$ cat config.mk
export PLATFORM = sky130hd
export DESIGN_NAME = hollow_triangle_rasterizer
export DESIGN_NICKNAME = d
export VERILOG_FILES = /design/src/rtl/triangle_raster_pkg.sv /design/src/rtl/bresenham_line_stepper.sv /design/src/rtl/hollow_triangle_rasterizer.sv
export SDC_FILE = /design/constraint.sdc
export NUM_CORES = 1
export LEC_CHECK = 0
export CORE_UTILIZATION = 55
export DETAILED_ROUTE_END_ITERATION = 8
export DONT_BUFFER_PORTS = 1
export PLACE_DENSITY = 0.69
export SLEW_MARGIN = 10
export SYNTH_ARGS = -nofsm -noshare
export SYNTH_HDL_FRONTEND = slang
export SYNTH_SLANG_ARGS = --single-unit
$ cat constraint.sdc
create_clock -name clk -period 10 [get_ports clk]
set_clock_uncertainty 0.05 [all_clocks]
set_input_delay 2 -clock clk [delete_from_list [all_inputs] [get_ports clk]]
set_output_delay 2 -clock clk [all_outputs]
set_load 0.005 [all_outputs]
$ cat src/rtl/triangle_raster_pkg.sv
// rtl/triangle_raster_pkg.sv - shared types and defaults for the hollow triangle rasterizer
package triangle_raster_pkg;

  localparam int COORD_W_DEFAULT = 8;
  localparam int COLOR_W_DEFAULT = 24;

  typedef enum logic [1:0] {
    IDLE   = 2'd0,
    SETUP  = 2'd1,
    DRAW   = 2'd2,
    FINISH = 2'd3
  } state_t;

  typedef logic [1:0] edge_idx_t;

  typedef logic signed [COORD_W_DEFAULT+1:0] err_t;

endpackage

$ cat src/rtl/bresenham_line_stepper.sv
// rtl/bresenham_line_stepper.sv - single-edge Bresenham walker: load endpoints, step one pixel per cycle
module bresenham_line_stepper #(
  parameter int COORD_W = 8
) (
  input  logic               clk,
  input  logic               rst,
  input  logic               load,
  input  logic               step,
  input  logic [COORD_W-1:0] ax,
  input  logic [COORD_W-1:0] ay,
  input  logic [COORD_W-1:0] bx,
  input  logic [COORD_W-1:0] by,
  output logic [COORD_W-1:0] cur_x,
  output logic [COORD_W-1:0] cur_y,
  output logic               at_end
);

  localparam int EW = COORD_W + 2;
  localparam logic [COORD_W-1:0] ONE = {{(COORD_W-1){1'b0}}, 1'b1};

  logic [COORD_W-1:0]   end_x, end_y;
  logic signed [EW-1:0] dx, dy, err;
  logic                 sx_neg, sy_neg;
  logic signed [EW-1:0] diff_x, diff_y, abs_x, abs_y, err_step;
  logic signed [EW:0]   e2, dx_ext, dy_ext;
  logic                 step_x, step_y;

  always_comb begin
    diff_x   = $signed({2'b00, bx}) - $signed({2'b00, ax});
    diff_y   = $signed({2'b00, by}) - $signed({2'b00, ay});
    abs_x    = diff_x[EW-1] ? -diff_x : diff_x;
    abs_y    = diff_y[EW-1] ? -diff_y : diff_y;
    e2       = $signed({err, 1'b0});
    dx_ext   = $signed({dx[EW-1], dx});
    dy_ext   = $signed({dy[EW-1], dy});
    step_x   = (e2 >= dy_ext);
    step_y   = (e2 <= dx_ext);
    // both moves are judged against the pre-step error term
    err_step = err + (step_x ? dy : '0) + (step_y ? dx : '0);
  end

  assign at_end = (cur_x == end_x) && (cur_y == end_y);

  always_ff @(posedge clk or negedge rst) begin
    if (!rst) begin
      cur_x  <= '0;
      cur_y  <= '0;
      end_x  <= '0;
      end_y  <= '0;
      dx     <= '0;
      dy     <= '0;
      err    <= '0;
      sx_neg <= 1'b0;
      sy_neg <= 1'b0;
    end else if (load) begin
      cur_x  <= ax;
      cur_y  <= ay;
      end_x  <= bx;
      end_y  <= by;
      dx     <= abs_x;
      dy     <= -abs_y;
      err    <= abs_x - abs_y;
      sx_neg <= !(ax < bx);
      sy_neg <= !(ay < by);
    end else if (step) begin
      err <= err_step;
      if (step_x) cur_x <= sx_neg ? cur_x - ONE : cur_x + ONE;
      if (step_y) cur_y <= sy_neg ? cur_y - ONE : cur_y + ONE;
    end
  end

endmodule

$ cat src/rtl/hollow_triangle_rasterizer.sv
// rtl/hollow_triangle_rasterizer.sv - outline triangle rasterizer walking v0->v1->v2->v0
// TRI_DEDUP_VERTEX_EN: suppress each edge's final pixel so every vertex is emitted once.
module hollow_triangle_rasterizer
  import triangle_raster_pkg::*;
#(
  parameter int COORD_W = COORD_W_DEFAULT,
  parameter int COLOR_W = COLOR_W_DEFAULT
) (
  input  logic               clk,
  input  logic               rst,
  input  logic               start,
  input  logic [COORD_W-1:0] x0,
  input  logic [COORD_W-1:0] y0,
  input  logic [COORD_W-1:0] x1,
  input  logic [COORD_W-1:0] y1,
  input  logic [COORD_W-1:0] x2,
  input  logic [COORD_W-1:0] y2,
  input  logic [COLOR_W-1:0] color,
  output logic [COORD_W-1:0] px,
  output logic [COORD_W-1:0] py,
  output logic [COLOR_W-1:0] pixel_color,
  output logic               pixel_valid,
  output logic               done
);

  state_t             state, state_n;
  edge_idx_t          edge_idx, edge_idx_n;
  logic [COORD_W-1:0] vx0, vy0, vx1, vy1, vx2, vy2;
  logic [COLOR_W-1:0] color_r;
  logic [COORD_W-1:0] ax, ay, bx, by, cur_x, cur_y;
  logic               load, step, at_end, emit;

  always_comb begin
    ax = vx2; ay = vy2; bx = vx0; by = vy0;
    case (edge_idx)
      2'd0:    begin ax = vx0; ay = vy0; bx = vx1; by = vy1; end
      2'd1:    begin ax = vx1; ay = vy1; bx = vx2; by = vy2; end
      default: begin ax = vx2; ay = vy2; bx = vx0; by = vy0; end
    endcase
  end

  bresenham_line_stepper #(.COORD_W(COORD_W)) u_stepper (
    .clk    (clk),
    .rst    (rst),
    .load   (load),
    .step   (step),
    .ax     (ax),
    .ay     (ay),
    .bx     (bx),
    .by     (by),
    .cur_x  (cur_x),
    .cur_y  (cur_y),
    .at_end (at_end)
  );

  always_ff @(posedge clk or negedge rst) begin
    if (!rst) begin
      state    <= IDLE;
      edge_idx <= '0;
    end else begin
      state    <= state_n;
      edge_idx <= edge_idx_n;
    end
  end

  always_comb begin
    state_n    = state;
    edge_idx_n = edge_idx;
    load       = 1'b0;
    step       = 1'b0;
    case (state)
      IDLE: begin
        if (start) begin
          state_n    = SETUP;
          edge_idx_n = '0;
        end
      end
      SETUP: begin
        load    = 1'b1;
        state_n = DRAW;
      end
      DRAW: begin
        if (at_end) begin
          if (edge_idx < 2'd2) begin
            edge_idx_n = edge_idx + 2'd1;
            state_n    = SETUP;
          end else begin
            state_n = FINISH;
          end
        end else begin
          step = 1'b1;
        end
      end
      default: state_n = IDLE;
    endcase
  end

`ifdef TRI_DEDUP_VERTEX_EN
  assign emit = (state == DRAW) && !at_end;
`else
  assign emit = (state == DRAW);
`endif

  always_ff @(posedge clk or negedge rst) begin
    if (!rst) begin
      vx0     <= '0;
      vy0     <= '0;
      vx1     <= '0;
      vy1     <= '0;
      vx2     <= '0;
      vy2     <= '0;
      color_r <= '0;
    end else if (state == IDLE && start) begin
      vx0     <= x0;
      vy0     <= y0;
      vx1     <= x1;
      vy1     <= y1;
      vx2     <= x2;
      vy2     <= y2;
      color_r <= color;
    end
  end

  // px/py/colour only move on emitted pixels so they hold through gaps
  always_ff @(posedge clk or negedge rst) begin
    if (!rst) begin
      px          <= '0;
      py          <= '0;
      pixel_color <= '0;
      pixel_valid <= 1'b0;
      done        <= 1'b0;
    end else begin
      pixel_valid <= emit;
      done        <= (state == FINISH);
      if (emit) begin
        px          <= cur_x;
        py          <= cur_y;
        pixel_color <= color_r;
      end
    end
  end

endmodule

# Yosys cells after proc, flatten, opt, wreduce, memory -nomap -nowiden
# Index checks and enable logic that the tools add are counted.
# op_classes
addsub,13
magnitude_cmp,5
eq_ne,9
n_mux,29
n_reduce_logical,14
# op_table
cell,count
8-bit 2-to-1 mux,8
8-bit one-hot mux with 2 select lines,4
10-bit 2-to-1 mux,6
10-bit negation,3
10-bit adder,2
8-bit by 8-bit subtractor with 9-bit output,2
8-bit by 1-bit adder with 8-bit output (second input constant),2
8-bit == test,2
8-bit < comparator,2
8-bit by 1-bit subtractor with 8-bit output (second input constant),2
2-bit 2-to-1 mux,6
11-bit by 10-bit >= comparator with 1-bit output,1
11-bit by 10-bit <= comparator with 1-bit output,1
10-bit subtractor,1
2-bit nonzero test,4
2-bit one-hot mux with 3 select lines,1
2-bit AND reduction,3
2-bit by 1-bit == test with 1-bit output (second input constant),2
2-bit == test (second input constant),2
2-bit logical NOT,2
2-bit inequality test (second input constant),2
2-bit one-hot mux with 2 select lines,1
4-bit AND reduction,1
1-bit 2-to-1 mux,3
other kinds (5),7
# word_totals
register_bits,182
inputBits,75
output_inout_bits,42
word_cells,93

# Logic depth before layout (Yosys ltp)
# logic_depth
word_depth,7
mapped_depth,29
ltp_nobuf,26

# Modules after synthesis
# From an unflattened synthesis, not the netlist that was laid out.
# unflattened
hier_cells,1032
hier_area_um2,10961.8
# modules_own_cells
module,instances,cells_each,area_each_um2,seq_area_each_um2
bresenham_line_stepper,1,657,5880.6,1601.5
hollow_triangle_rasterizer,1,375,5081.1,2952.8

# Worst setup path before layout
# No wires, ideal clock.
# synth_timing
path_type,reg-to-reg
startpoint,reg edge_idx[1]
endpoint,reg u_stepper.err[8]
setup_ns,0.132
t_arrival_ns,5.000
slack_ns,4.818
path_stages_with_launch,27
path_buffers,4
period_less_slack_ns,5.182
cell_sequence,dfrtp_1 inv_1 ha_1 buf_6 buf_2 nor2_1 clkbuf_1 a21oi_1 ha_1 fa_1 inv_1 a21oi_1 o311ai_1 a41o_1 buf_4 nor2_1 xor2_1 ha_1 nor2b_1 o21ai_0 nand2b_1 a21o_1 a21o_1 nor2_2 o21ai_1 a32o_1 or3b_1
# synth_via
elab_chain_len,7
elab_cells_between_ends,14
cone_classes,add/sub: 5; eq/ne: 1; mux: 7; reduce/logical: 1
# synth_lines
item,line_no,source
"start, declared",hollow_triangle_rasterizer.sv:27,"edge_idx_t edge_idx, edge_idx_n;"
"start signal, assigned",hollow_triangle_rasterizer.sv:62,edge_idx <= edge_idx_n;
2-bit by 1-bit == test with 1-bit output or 2-bit logical NOT (tied branches),hollow_triangle_rasterizer.sv:35,case (edge_idx)
8-bit one-hot mux with 2 select lines,hollow_triangle_rasterizer.sv:35,
"8-bit by 8-bit subtractor with 9-bit output, on equally long branches","bresenham_line_stepper.sv:29, bresenham_line_stepper.sv:30",
"10-bit negation, on equally long branches","bresenham_line_stepper.sv:31, bresenham_line_stepper.sv:32",
"10-bit 2-to-1 mux, on equally long branches","bresenham_line_stepper.sv:31, bresenham_line_stepper.sv:32",
10-bit subtractor (*),bresenham_line_stepper.sv:62,err <= abs_x - abs_y;
10-bit 2-to-1 mux (*),bresenham_line_stepper.sv:55,end else if (load) begin
"end signal, assigned",bresenham_line_stepper.sv:62,
"end signal, assigned",bresenham_line_stepper.sv:66,err <= err_step;
"end, declared",bresenham_line_stepper.sv:22,"logic signed [EW-1:0] dx, dy, err;"
# Every way passes the cells marked *; elsewhere a longest branch is shown, timed or not.
# A chain may end at the register's enable or synchronous reset.

# Worst setup path after layout
# layout_timing
startpoint,reg edge_idx[1]
endpoint,reg u_stepper.err[8]
# layout_via
elab_chain_len,7
elab_cells_between_ends,14
cone_classes,add/sub: 5; eq/ne: 1; mux: 7; reduce/logical: 1
# layout_lines
item,line_no,source
2-bit by 1-bit == test with 1-bit output or 2-bit logical NOT (tied branches),hollow_triangle_rasterizer.sv:35,
8-bit one-hot mux with 2 select lines,hollow_triangle_rasterizer.sv:35,
8-bit by 8-bit subtractor with 9-bit output (*),bresenham_line_stepper.sv:29,"diff_x = $signed({2'b00, bx}) - $signed({2'b00, ax});"
10-bit negation,bresenham_line_stepper.sv:31,abs_x = diff_x[EW-1] ? -diff_x : diff_x;
10-bit 2-to-1 mux (*),bresenham_line_stepper.sv:31,
via u_stepper.abs_x[2],bresenham_line_stepper.sv:24,"logic signed [EW-1:0] diff_x, diff_y, abs_x, abs_y, err_step;"
10-bit subtractor (*),bresenham_line_stepper.sv:62,
10-bit 2-to-1 mux (*),bresenham_line_stepper.sv:55,
# Mark *: on every way through the listed nets, which the timed path passes. The rest lies on a longest branch.

==> impl_metrics.tcl <==
set metrics [dict create \
    outcome "finished, final reports clean" \
    grt_pass1_wl_mm 44.6 \
    antenna_found_initial 0 \
    yosysWarnings 0 \
    grt_max_degree 183 \
    tightest_slew_ns 0.929 \
    first_iter_violations 508 \
    fin_crit_ns 5.83 \
    slew_headroom 0.381 \
    crit_required_ns 10.26 \
    dieHeight_um 145 \
    insertion_delay_ns 0.44 \
    final_common_cell "nand2_1" \
    fmax_mhz 172 \
    cts_buffer_depth 2 \
    dieArea_sq_um 21100 \
    synth_area_per_cell_sq_um 8.42 \
    path_class "reg2reg" \
    post-cts-setup-buffer-count 0 \
    hp-start "color_r[15]$_DFFE_PN0P_" \
    holdWs_ns 0.415 \
    drv_cap 0 \
    crit_arrival_ns 6.09 \
    gp_congestion 0.888 \
    core_sq_um 20200 \
    drv_slew 0 \
    cts_resized 0 \
    critPathCaptureType "flop" \
    syn_area_sq_um 11300 \
    die_w_um 145 \
    diodes 0 \
    cts_tree "built" \
    rsz0062_at_grt "no" \
    cp-start-kind "flop" \
    fill_cells 1828 \
    initial_utilization 0.561 \
    reg2reg_to "u_stepper.err[8]$_DFFE_PN0P_" \
    htreeDepth 4 \
    endpoint "u_stepper.err[8]$_DFFE_PN0P_" \
    synth_seq_area_share 0.403 \
    path_depth 25 \
    hpwl_mm 19.3 \
    setup_viol 0 \
    synth-main-ff-cell "dfrtp_1" \
    cts_made_buffers 17 \
    drcViolationCount 0 \
    r2r-start "edge_idx[1]$_DFFE_PN0P_" \
    finalHoldViolations 0 \
    drt-total-wl_mm 27.0 \
    r2r_slack_ns 4.17 \
    path_clk_slew_ns 0.08 \
    clock_sinks 182 \
    synth_seq_cells 182 \
    route.detailed.wl_per_inst_um 17.0 \
    vias 8963 \
    overflow 0 \
    io_buffers 0 \
    dr.pass1.iters 5 \
    grt_usage 0.264 \
    postRouteAntennaNets 0 \
    final_cell_mix "466 x nand2_1, 182 x dfrtp_1, 81 x inv_1, 66 x ha_1, 61 x a21oi_1" \
    tns_ns 0 \
    max_stage_delay_ns 0.81 \
    crit_start "edge_idx[1]$_DFFE_PN0P_" \
    std_cell_rows 52 \
    fin_crit_sh 0.583 \
    final_core_util 0.597 \
    nets 1463 \
    drive_gt1_frac 0.0576 \
    cp_max_fo 48 \
    area.growth.synth_to_final_pct 6.54 \
    cts_root_buf "clkbuf_16" \
    synth_edf_count 0 \
    ys_types 83 \
    boundaryPins 117 \
    path_delay_family "adder cells" \
    synthCells 1343 \
    r2r_cells 25 \
    min_path_type "reg2reg" \
    cpMaxStageDelayCell "ha_2" \
    grt_pass1_vias 8515 \
    vias_per_cell 5.64 \
    async_flop_share 1.00 \
    path_buf_inv 4 \
    syn_nets 1499 \
    postCtsHoldBufs 0 \
]
-- flip-flops by register name, summed over array words and instances (netlist names), 2 cells and up --
register         cells
vx1                  8
u_stepper.dx        10
py                   8
u_stepper.dy        10
pixel_color         24
color_r             24
vy2                  8
u_stepper.err       10
vx2                  8
state                2
px                   8
edge_idx             2
u_stepper.cur_y      8
vx0                  8
u_stepper.end_x      8
u_stepper.end_y      8
vy1                  8
u_stepper.cur_x      8
vy0                  8
-- layer usage --
| metal | routed length (um) | vias up | GRT usage | part of all wire |
|---|---|---|---|---|
| met4 | 607 | 0 | 0.0895 | 0.022 |
| met2 | 12400 | 235 | 0.411 | 0.46 |
| li1 | - | 4397 | - | - |
| met1 | 12800 | 4280 | 0.380 | 0.47 |
| met3 | 1180 | 51 | 0.0386 | 0.044 |
| met5 | 0 | - | 0 | 0 |
-- tightest hold or removal path, cell delays in order (launching register included) --
cell and delay [ns]:
dfrtp_1 0.34, nand2_1 0.05, nand2_1 0.05
-- cell usage after synthesis, types with 11 or more instances --
library cell	instances	area share
ha_1	67	0.074
xnor2_1	41	0.032
clkbuf_1	46	0.015
a21o_1	11	0.0073
dfrtp_1	182	0.40
nor2_1	43	0.014
a22oi_1	15	0.010
inv_1	81	0.027
fa_1	14	0.025
a21oi_1	61	0.027
o21ai_0	60	0.027
nand2_1	467	0.15
xor2_1	30	0.023
a22o_1	17	0.013
-- worst min path at each step --
stage / to / slack [ns] / cells after the start
detailed placement: pixel_color[15]$_DFFE_PN0P_ / 0.40 / 2
global placement: pixel_color[20]$_DFFE_PN0P_ / 0.40 / 2
floorplan: pixel_color[0]$_DFFE_PN0P_ / 0.39 / 2
global route: pixel_color[6]$_DFFE_PN0P_ / 0.44 / 2
CTS: pixel_color[15]$_DFFE_PN0P_ / 0.42 / 2
finish: pixel_color[15]$_DFFE_PN0P_ / 0.42 / 2
-- final cells by class --
class	count	area (sq um)	area share
Sequential cell	182	4550	0.378
Tap cell	270	338	0.0280
Clock buffer	17	425	0.0353
Inverter	82	308	0.0255
Multi-Input combinational cell	1014	6190	0.514
Timing Repair Buffer	10	75.1	0.00623
Clock inverter	14	160	0.0133
-- kinds of logic after synthesis --
group / share of synthesized area
compound gates: 0.153
buf+inv: 0.0520
xor+xnor: 0.0627
fa+ha+maj: 0.101
flops: 0.403
simple gates: 0.223
mux: 0.00564
-- metrics by stage --
step,std cells,instance area [sq um],setup WS [ns]
after floorplan,1343,11300,4.82
after global placement,1558,11500,4.43
after detailed placement,1558,11500,4.27
after CTS,1589,12000,4.24
after global routing,1589,12000,3.74
final,1589,12000,4.17
Power is left out: the tool's default activity adds up to more than one toggle a clock period on the data nets, which glitch-free logic cannot reach.
